### src/rtl/action_input_conditioner_pkg.sv
// Shared game constants: action-button width, debounce default and action bit indices.
// Used by the input conditioner, the action converter and the board.
package action_input_conditioner_pkg;

    localparam int unsigned ACT_W_DFLT    = 6;
    localparam int unsigned DBNC_CNT_DFLT = 50000;

    localparam int unsigned ACT_UP    = 0;
    localparam int unsigned ACT_DOWN  = 1;
    localparam int unsigned ACT_LEFT  = 2;
    localparam int unsigned ACT_RIGHT = 3;
    localparam int unsigned ACT_FIRE  = 4;
    localparam int unsigned ACT_JUMP  = 5;

endpackage

### src/rtl/action_input_conditioner_button_debouncer.sv
// One raw button bit: two-flop synchronizer followed by a stable-count debouncer.
// level_nxt exposes the value level takes at the next edge so the parent can detect presses early.
module button_debouncer import action_input_conditioner_pkg::*; #(
    parameter int unsigned DBNC_CNT = DBNC_CNT_DFLT
) (
    input  logic clk,
    input  logic rst,
    input  logic raw,
    output logic level,
    output logic level_nxt
);

    localparam int unsigned CW = (DBNC_CNT > 1) ? $clog2(DBNC_CNT) : 1;

    logic          sync1_q, sync2_q;
    logic          level_q, level_d;
    logic [CW-1:0] cnt_q, cnt_d;

    always_comb begin
        cnt_d   = '0;
        level_d = level_q;
        if (sync2_q != level_q) begin
            if (cnt_q == CW'(DBNC_CNT - 1)) begin
                level_d = sync2_q;
            end else begin
                cnt_d = cnt_q + CW'(1);
            end
        end
    end

    always_ff @(posedge clk) begin
        if (rst) begin
            sync1_q <= 1'b0;
            sync2_q <= 1'b0;
            level_q <= 1'b0;
            cnt_q   <= '0;
        end else begin
            sync1_q <= raw;
            sync2_q <= sync1_q;
            level_q <= level_d;
            cnt_q   <= cnt_d;
        end
    end

    assign level     = level_q;
    assign level_nxt = level_d;

endmodule

### src/rtl/action_input_conditioner.sv
// Debounces both players' buttons, turns presses into a first-come pending action per player,
// and hands that action to the game on each tick.
module action_input_conditioner import action_input_conditioner_pkg::*; #(
    parameter int unsigned DBNC_CNT = DBNC_CNT_DFLT,
    parameter int unsigned ACT_W    = ACT_W_DFLT
) (
    input  logic             clk,
    input  logic             rst,
    input  logic [ACT_W-1:0] plr_1_btn,
    input  logic [ACT_W-1:0] plr_2_btn,
    input  logic             tck,
    output logic [ACT_W-1:0] plr_1_act,
    output logic [ACT_W-1:0] plr_2_act,
    output logic             plr_1_pnd,
    output logic             plr_2_pnd
);

    logic [ACT_W-1:0] lvl_1, lvl_2, nxt_1, nxt_2;
    logic [ACT_W-1:0] press [2];
    logic [ACT_W-1:0] first [2];
    logic [ACT_W-1:0] act_q [2], act_d [2];
    logic [ACT_W-1:0] po_q [2], po_d [2];
    logic [1:0]       pv_q, pv_d;

    for (genvar b = 0; b < ACT_W; b++) begin : g_dbnc
        button_debouncer #(
            .DBNC_CNT (DBNC_CNT)
        ) u_dbnc_1 (
            .clk       (clk),
            .rst       (rst),
            .raw       (plr_1_btn[b]),
            .level     (lvl_1[b]),
            .level_nxt (nxt_1[b])
        );
        button_debouncer #(
            .DBNC_CNT (DBNC_CNT)
        ) u_dbnc_2 (
            .clk       (clk),
            .rst       (rst),
            .raw       (plr_2_btn[b]),
            .level     (lvl_2[b]),
            .level_nxt (nxt_2[b])
        );
    end

    // A press is the debounced level rising at the coming edge.
    assign press[0] = nxt_1 & ~lvl_1;
    assign press[1] = nxt_2 & ~lvl_2;

    // Isolate the lowest set bit (two's-complement trick).
    assign first[0] = press[0] & (~press[0] + ACT_W'(1));
    assign first[1] = press[1] & (~press[1] + ACT_W'(1));

    always_comb begin
        for (int p = 0; p < 2; p++) begin
            act_d[p] = act_q[p];
            pv_d[p]  = pv_q[p];
            po_d[p]  = po_q[p];
            if (tck) begin
                act_d[p] = pv_q[p] ? po_q[p] : '0;
                pv_d[p]  = |press[p];
                po_d[p]  = first[p];
            end else if (!pv_q[p] && (|press[p])) begin
                pv_d[p] = 1'b1;
                po_d[p] = first[p];
            end
        end
    end

    always_ff @(posedge clk) begin
        if (rst) begin
            for (int p = 0; p < 2; p++) begin
                act_q[p] <= '0;
                po_q[p]  <= '0;
            end
            pv_q <= '0;
        end else begin
            for (int p = 0; p < 2; p++) begin
                act_q[p] <= act_d[p];
                po_q[p]  <= po_d[p];
            end
            pv_q <= pv_d;
        end
    end

    assign plr_1_act = act_q[0];
    assign plr_2_act = act_q[1];
    assign plr_1_pnd = pv_q[0];
    assign plr_2_pnd = pv_q[1];

endmodule

### config.mk
export PLATFORM = sky130hd
export DESIGN_NAME = action_input_conditioner
export DESIGN_NICKNAME = d
export VERILOG_FILES = /design/src/rtl/action_input_conditioner_pkg.sv /design/src/rtl/action_input_conditioner_button_debouncer.sv /design/src/rtl/action_input_conditioner.sv
export SDC_FILE = /design/constraint.sdc
export NUM_CORES = 1
export LEC_CHECK = 0
export ABC_AREA = 1
export BUFFER_PORTS_ARGS = -buffer_cell sky130_fd_sc_hd__buf_2
export CAP_MARGIN = 20
export CORE_AREA = 10 10 179 181
export DETAILED_ROUTE_END_ITERATION = 6
export DIE_AREA = 0 0 189 191
export HOLD_SLACK_MARGIN = 0.02
export PLACE_DENSITY = 0.63
export SLEW_MARGIN = 20
export SYNTH_ARGS = -nofsm -noshare
export SYNTH_HDL_FRONTEND = slang
export SYNTH_HIERARCHICAL = 1
export SYNTH_SLANG_ARGS = --single-unit
### constraint.sdc
create_clock -name clk -period 1.9 [get_ports clk]
set_input_delay 0.095 -clock clk [delete_from_list [all_inputs] [get_ports clk]]
set_output_delay 0.095 -clock clk [all_outputs]
set_load 0.005 [all_outputs]
# [After elaboration in Yosys (flattened, before gate mapping)]
# Memories as Yosys holds them, arrays and structs flattened.
# Cells that the tools add are included.
# Widths: inputs -> output; s select.
[word_totals] register_bits=230 ram_bits=24 input_bits=15 out_inout_bits=14 wordCells=177 memories=2
[classes] add_sub_neg=14 eq_ne=24 mux=43 bitwise_logic=24 reduce_logical=20
[mem_list] name="act_q" depth=2 width=6 read_ports=2 rd_clocked_by_memory_dff=0 write_ports=2 line_no="action_input_conditioner.sv:21" text="logic [ACT_W-1:0] act_q [2], act_d [2];"
[mem_list] name="po_q" depth=2 width=6 read_ports=2 rd_clocked_by_memory_dff=0 write_ports=2 line_no="action_input_conditioner.sv:22" text="logic [ACT_W-1:0] po_q [2], po_d [2];"
[op_table] op="$add 16x1->16 const B" n=12
[op_table] op="$eq 16x16->1 const B" n=12
[op_table] op="$mux 6" n=12
[op_table] op="$reduce_or 3->1" n=12
[op_table] op="$mux 1" n=31
[op_table] op="$and 6x6->6" n=4
[op_table] op="$not 6->6" n=4
[op_table] op="$add 6x1->6 const B" n=2
[op_table] op="$ne 1x1->1" n=12
[op_table] op="$not 1->1" n=12
[op_table] op="$reduce_or 6->1" n=2
[op_table] op="$or 1x1->1" n=4
[op_table] op="$reduce_bool 2->1" n=2
[op_table] op="$logic_and 1x1->1" n=2
[op_table] op="$logic_not 1->1" n=2

# [Depth between registers and ports, before layout]
# Gate-level depths: netlist of run 1.
[logic_depth] depth_word=10 mapped_depth=17 ltp_nobuf=16

# [By module]
# Netlist of run 1, hierarchy kept.
[by_module_without_submodules] module="button_debouncer" n_inst=12 cells_each=135 area_each_um2=943.4 seq_area_each_um2=380.4
[by_module_without_submodules] module="action_input_conditioner" n_inst=1 cells_each=194 area_each_um2=1350.0 seq_area_each_um2=520.5

# [Worst setup path before layout of run 1]
# No wires, ideal clock.
[synth_timing] path_kind="reg-to-reg" from="register g_dbnc[0].u_dbnc_2.cnt_q[0]" to="memory po_q[0][10] in the netlist's numbering" setup_time_ns=0.115 arrival_time_ns=1.693 required_time_ns=1.785 path_slack_ns=0.092 path_stages_with_launch=16 n_path_buf=1 synth_period_minus_slack_ns=1.808 path_cell_list="dfxtp_1 -> ha_1 -> nand3_2 -> nor2_2 -> nand2_2 -> nand2_1 -> nand2_1 -> inv_1 -> nand2_2 -> nand2_2 -> nor2_2 -> nand2_2 -> nand2_4 -> buf_12 -> a21oi_1 -> nor2_1"
[synth_rtl] item="start, declared" line_no="action_input_conditioner_button_debouncer.sv:17" text="logic [CW-1:0] cnt_q, cnt_d;"
[synth_rtl] item="start signal, assigned" line_no="action_input_conditioner_button_debouncer.sv:41" text="cnt_q <= cnt_d;"
[synth_rtl] item="end, declared" line_no="action_input_conditioner.sv:22"

==> results of run 1 <==
## cell families after synthesis
group	after synthesis	synth area share, %
buf+inv	270	9.61
flops	254	40.1
compound gates	158	7.43
fa+ha+maj	12	1.18
xor+xnor	72	4.98
simple gates	1048	36.7
## worst paths after layout
check                                                  from                          to  slack [ns]  cells past startpoint
worst max-delay path            g_dbnc[5].u_dbnc_1/cnt_q[0]                  po_q[0][4]        0.11                     14
worst min-delay path                           plr_2_btn[0]  g_dbnc[0].u_dbnc_2/sync1_q        0.29                      4
worst min register to register   g_dbnc[0].u_dbnc_1/sync1_q  g_dbnc[0].u_dbnc_1/sync2_q        0.40                      2
worst max register to register  g_dbnc[5].u_dbnc_1/cnt_q[0]                  po_q[0][4]        0.11                     14
## critical path, stage by stage (launching register included)
cell     delay [ns]
dfxtp_1        0.35
ha_2           0.21
nand3_2        0.11
nor2_4         0.14
nand2_2        0.09
nand2_1        0.07
nand2_1        0.06
inv_1          0.05
nand2_1        0.08
nand2_1        0.08
inv_2          0.03
nand2_2        0.11
nand2_4        0.09
a21oi_1        0.15
nor2_1         0.06
## through the flow
step	util [%]	setup slack (ns)	area, µm²
2_1_floorplan	-	0.0923	12700
3_3_place_gp	47.5	0.0941	13500
3_5_place_dp	47.5	0.0344	13500
4_1_cts	51.4	0.00220	14600
5_1_grt	52.8	-0.0346	15000
6_report	52.8	0.110	15000
## power breakdown
| group | switching, mW | internal [mW] |
|---|---|---|
| registers | 0.0304 | 5.38 |
| clock network | 2.15 | 3.33 |
| logic | 0.162 | 0.119 |
| total | 2.34 | 8.83 |
## what timing repair did
item,4_1_cts,5_1_grt
endpoints found under the setup margin,3,14
buffers inserted,0,9
gates resized for setup,2,93
hold endpoints to repair,24,0
cloned,0,2
hold buffers,16,0
pin swaps,0,51
## registers in the layout, summed over array words and instances, names as in the netlist
name / flops
g_dbnc.u_dbnc_1/cnt_q: 96
g_dbnc.u_dbnc_2/cnt_q: 96
act_q: 12
po_q: 12
g_dbnc.u_dbnc_1/level: 6
g_dbnc.u_dbnc_1/sync1_q: 6
g_dbnc.u_dbnc_1/sync2_q: 6
g_dbnc.u_dbnc_2/level: 6
g_dbnc.u_dbnc_2/sync1_q: 6
g_dbnc.u_dbnc_2/sync2_q: 6
pv_q: 2
## cell usage in the layout, fill, tap and decap left out, drive strengths merged
master / Yosys / layout
a21oi: 108 / 108
a31oi: 12 / 12
buf: 17 / 101
bufinv: 2 / 4
clkbuf: 3 / 43
clkinv: 0 / 5
dfxtp: 254 / 254
dlygate4sd3: 0 / 16
ha: 12 / 12
inv: 248 / 249
nand2: 420 / 422
nand3: 110 / 110
nand3b: 12 / 12
nand4: 60 / 60
nor2: 418 / 418
nor3: 4 / 4
o21ai: 26 / 26
o21bai: 12 / 12
or2: 24 / 24
xnor2: 48 / 48
xor2: 24 / 24
## layout make-up
cell class              count  area (µm²)
fillers                  2776       13400
inverters                 250         966
repair buffers            117         861
clock buffers              43         848
clock inverters             8        93.8
multi-input cells        1292        6660
flip-flops and latches    254        5130
well taps                 384         480
## layer usage
layer  vias up  track usage (%)
met5         -                0
met4         0             3.48
met3        32             2.20
met2        98             24.9
met1      4957             17.4
li1       5940                -
==> summary.txt, run 1 <==
Syn Inst Count -> 1814
Async SR Flop Fraction -> 0%
CP startpoint kind -> flip-flop
HPWL Detailed -> 18400 µm
WL/cell -> 11.1 µm
Max Slew Vio Count -> 0
synth cell count leaders -> 404 x nor2_1, 384 x nand2_1, 254 x dfxtp_1
arrival time worst endpoint -> 2.22 ns
initial antenna violation count -> 0
width of the die -> 189 µm
DRT iter0 DRCs -> 535
Setup CP Type -> reg2reg
met2 routed WL -> 12300 µm
relative slew slack -> 58.1%
distinct cell type count of the synthesized netlist -> 29
wire length on met3 -> 741 µm
syn_nets -> 1841
IO Pins -> 29
WHS -> 0.287 ns
die area -> 36100 µm²
drt first pass iters -> 5
most numerous cell in the Yosys netlist -> nor2_1
most used flip-flop cell after synthesis -> dfxtp_1
skew final -> 0.0148 ns
post-synthesis register bit count -> 254
Post-Syn Area -> 12700 µm²
# H-tree levels -> 1
P_leak -> 5.77 nW
top-area cell type share of the netlist area -> 40.1%
drt drc -> 0
Hold/Removal Path Class -> in2reg
Peak VDD IR -> 0.659 mV
Hold Vio Cnt, Final -> 0
RSZ-0062 raised after global routing -> yes
Worst Setup End Kind -> flip-flop
Clock Sinks -> 254
worst-margin pin slew -> 0.628 ns
maximum number of pins on one net before global-route repair -> 37
PnR Total Power -> 11.2 mW
DR top layer -> met4
CORE AREA -> 28500 µm²
Setup TNS -> 0 ns
Worst EP required -> 2.33 ns
Final Non-Filler Cells -> 2348
crit path time final -> 1.79 ns
synthesis-to-layout area growth -> 18.6%
via count -> 11.0k
met1 WL -> 12500 µm
PortBufs -> 28
largest area contributor in the netlist -> dfxtp_1
YS warnings -> 6
register area share after synthesis -> 40.1%
Root Driver -> clkbuf_16
placed insts -> 2270
status -> complete, no violations
dominant cells by area after synthesis -> dfxtp_1 40%, nor2_1 12%, nand2_1 11%
total gr overflow -> 0
GRT Total Usage -> 14.0%
fmax -> 559 MHz
ratio of cells with drive above 1 in the final layout -> 16.8%
Final ANT Viol Nets -> 0
Via density -> 4.70
global-route wire length before repair -> 45000 µm
clk_lat worst skew -> 0.54 ns
Tcrit/Tclk final -> 94.2%
nets@finish -> 1971
CTS buffer count -> 29
die height -> 191 µm
Max Cap Violations -> 0
Final Setup Violations -> 0
GPL Wtd Cong -> 0.818
PD cells -> 743 nW/µm²
number of diodes -> 0
Avg Inst Size Synth -> 6.99 µm²
drt total wl -> 26000 µm
Rows -> 62
Clock Pin Slew Worst Setup and Hold Paths -> 0.06 ns
Max FO, Critical Path -> 6
Initial Utilization -> 44.5%
CTS tree -> done
EDFF count, synth -> 0
CTS Buffer Depth -> 3
number of global-route vias before repair -> 10.3k
No activity file was read; power rests on OpenSTA's default activity.
==> run 2, diff against run 1 <==
Settings changed: BUFFER_PORTS_ARGS -buffer_cell sky130_fd_sc_hd__buf_2 to not set, DONT_BUFFER_PORTS set to 1, PLACE_DENSITY 0.63 to not set.
==> run 2 against run 1 <==
- hold slack lost 0.21 ns
- register-to-register slack about the same
- sequential power about the same
- via count is 1.4% lower
- final area decreased by 0.97%
- non-clock buffer count fell by 44
- first-iteration DRC count down 6.9%
- critical endpoint is now po_q[0][7]
- flip-flop and latch count is the same
- maximum frequency about the same
- final cell count is 1.9% lower
- largest cell class unchanged
==> summary.txt, run 2 (synthesis gave the netlist of run 1 again) <==
status -> complete, no violations
CORE AREA -> 28500 µm² (unchanged)
CTS buffer count -> 29 (unchanged)
width of the die -> 189 µm (unchanged)
worst-margin pin slew -> 0.754 ns (+0.127 ns)
CTS tree -> done
cell internal pwr -> 8.96 mW (+1.5%)
P_leak -> 5.60 nW (-3.0%)
total gr overflow -> 0 (unchanged)
placed insts -> 2225 (-2.0%)
Peak VDD IR -> 0.665 mV (+0.90%)
Worst R2R Path Depth -> 14 (unchanged)
GRT Total Usage -> 14.2% (+0.18 points)
initial antenna violation count -> 0 (unchanged)
number of global-route vias before repair -> 10.1k (-2.0%)
Crit Reg-Reg Startpoint -> g_dbnc[4].u_dbnc_2/cnt_q[9]
Hold Startpoint -> tck
CP startpoint kind -> flip-flop
IO Pins -> 29 (unchanged)
Initial Utilization -> 44.5% (unchanged)
die area -> 36100 µm² (unchanged)
Via density -> 4.72 (+0.51%)
RR Endpoint -> po_q[0][7]
Worst Setup End Kind -> flip-flop
clk_lat worst skew -> 0.55 ns (about the same)
Tcrit/Tclk final -> 94.2% (about the same)
arrival time worst endpoint -> 2.23 ns (about the same)
R2R setup slack -> 0.11 ns (about the same)
Clock Pin Slew Worst Setup and Hold Paths -> 0.06 ns (about the same)
Hold/Removal Path Class -> in2reg
Final ANT Viol Nets -> 0 (unchanged)
Most common cell on crit path -> nand2_2
hold-critical path depth -> 4 (unchanged)
RSZ-0062 raised after global routing -> yes
GPL Wtd Cong -> 0.857 (+4.8%)
Clock power frac -> 50.0% (+1.0 points)
WL/cell -> 11.6 µm (+4.4%)
HPWL Detailed -> 18400 µm (-0.20%)
Worst EP required -> 2.34 ns (about the same)
global-route wire length before repair -> 45000 µm (about the same)
worst path cell trace -> nand4_1, nor2_4, nand2_2, nand2_1, nand2_1, inv_1, nand2_2, nand2_2, inv_2, nand2_4, nand2_4, buf_4, a21oi_2, nor2_1
worst slack, placed -> 0.0112 ns (-0.0232 ns)
maximum number of pins on one net before global-route repair -> 49 (+32%)
WHS -> 0.0752 ns (-0.212 ns)
relative slew slack -> 49.7% (-8.4 points)
Flop pwr share -> 47.8% (-0.7 points)
ratio of cells with drive above 1 in the final layout -> 15.9% (-0.81 points)
drt total wl -> 26600 µm (+2.4%)
# H-tree levels -> 1 (unchanged)
synthesis-to-layout area growth -> 17.5%
Root Driver -> clkbuf_16
via count -> 10.9k (-1.4%)
Final Non-Filler Cells -> 2303 (-1.9%)
Clock Sinks -> 254 (unchanged)
critical path's slowest cell -> dfxtp_1
Gate power share -> 2.2% (-0.3 points)
final design area excluding fillers -> 14900 µm² (-0.97%)
DRT iter0 DRCs -> 498 (-6.9%)
CTS Buffer Depth -> 3 (unchanged)
Max Cap Violations -> 0 (unchanged)
die height -> 191 µm (unchanged)
Psw -> 2.38 mW (+1.7%)
nets@finish -> 1927 (-2.2%)
skew final -> 0.0140 ns (-0.000809 ns)
PortBufs -> 0 (-100%)
number of diodes -> 0 (unchanged)
Hold Path End -> po_q[0][8]
Regs by FF count -> g_dbnc.u_dbnc_1/cnt_q: 96 flops, g_dbnc.u_dbnc_2/cnt_q: 96 flops
leading cell types in the layout, fill and taps excluded -> 390 x nor2_1, 376 x nand2_1, 242 x inv_1, 213 x dfxtp_1, 84 x nand3_1
Placed Instance Area -> 13300 µm² (-2.1%)
max incr delay on CP -> 0.40 ns (+0.05 ns)
Final Setup Violations -> 0 (unchanged)
Setup CP Type -> reg2reg
Max Slew Vio Count -> 0 (unchanged)
Rows -> 62 (unchanged)
drt drc -> 0 (unchanged)
Hold Vio Cnt, Final -> 0 (unchanged)
crit path time final -> 1.79 ns (-0.000524 ns)
fmax -> 559 MHz (about the same)
PD cells -> 762 nW/µm² (+2.5%)
Sw Share -> 21.0% (+0.030 points)
drt first pass iters -> 5 (unchanged)
most common cell after layout, fill and taps aside -> nor2_1
Max FO, Critical Path -> 6 (unchanged)
worst setup margin -> 0.110 ns (+0.000524 ns)
## run 2: changes by cell type in the layout (fill, tap and decap cells not counted), moves of 3 or more
cell      change
buf_2        -28
buf_4        -16
clkbuf_1      -5
dfxtp_1      -14
dfxtp_2      +14
ha_2          -3
ha_4          +3
nand2_4       +3
nor2_1        -3
## run 2: metrics by stage
step / util [%] / setup TNS [ns] / power, mW
floorplan: - / 0 / 5.69
global placement: 46.6 / 0 / 5.73
detailed placement: 46.6 / 0 / 5.73
CTS: 50.7 / 0 / 11.5
global route: 52.3 / -0.142 / 11.7
finish: 52.3 / 0 / 11.3
## run 2: cell type report
type	instances	area, µm²
Clock inverter	11	135
Multi-Input combinational cell	1292	6710
Tap cell	384	480
Clock buffer	39	843
Inverter	250	966
Sequential cell	254	5140
Fill cell	2776	13600
Timing Repair Buffer	73	608
## run 2: worst max-delay path, delay by kind of cell, from the launching register on
kind	cells	cell delay, ns
AO/OA/AOI/OAI	1	0.10
AND/OR/NAND/NOR	10	0.93
buffers and inverters	3	0.24
flip-flops	1	0.40
## run 2: worst max path at each step
stage | start | endpoint | slack (ns) | cells past startpoint
after floorplan | g_dbnc[0].u_dbnc_2/cnt_q[0] | po_q[0][10] | 0.09 | 15
after global placement | g_dbnc[0].u_dbnc_2/cnt_q[1] | po_q[0][11] | 0.08 | 14
after detailed placement | g_dbnc[3].u_dbnc_2/cnt_q[1] | po_q[0][8] | 0.01 | 14
after CTS | g_dbnc[3].u_dbnc_2/cnt_q[1] | po_q[0][10] | 0.0003 | 14
after global routing | g_dbnc[5].u_dbnc_1/cnt_q[1] | po_q[0][2] | -0.04 | 15
final | g_dbnc[4].u_dbnc_2/cnt_q[9] | po_q[0][7] | 0.11 | 14
## run 2: metal layers
layer	up-vias	share of wire, %	track usage, %
met5	-	0	0
met4	0	3.1	4.46
met3	42	3.0	2.42
met2	98	46	24.5
met1	4883	48	17.7
li1	5848	-	-
## run 2: power by group through the flow
stage                     clock network, mW  logic [mW]  registers (mW)
after floorplan                           0       0.165            5.53
after global placement                    0       0.188            5.54
after detailed placement                  0       0.191            5.54
after CTS                              5.84       0.251            5.42
after global routing                   6.03       0.284            5.42
final                                  5.67       0.249            5.42
## run 2: what timing repair did
item / 4_1_cts / 5_1_grt
setup buffers: 0 / 9
cloned: 0 / 2
endpoints found under the setup margin: 4 / 14
gates resized for setup: 2 / 117
pin swaps: 0 / 54
hold buffers: 17 / 0
hold endpoints to repair: 242 / 0
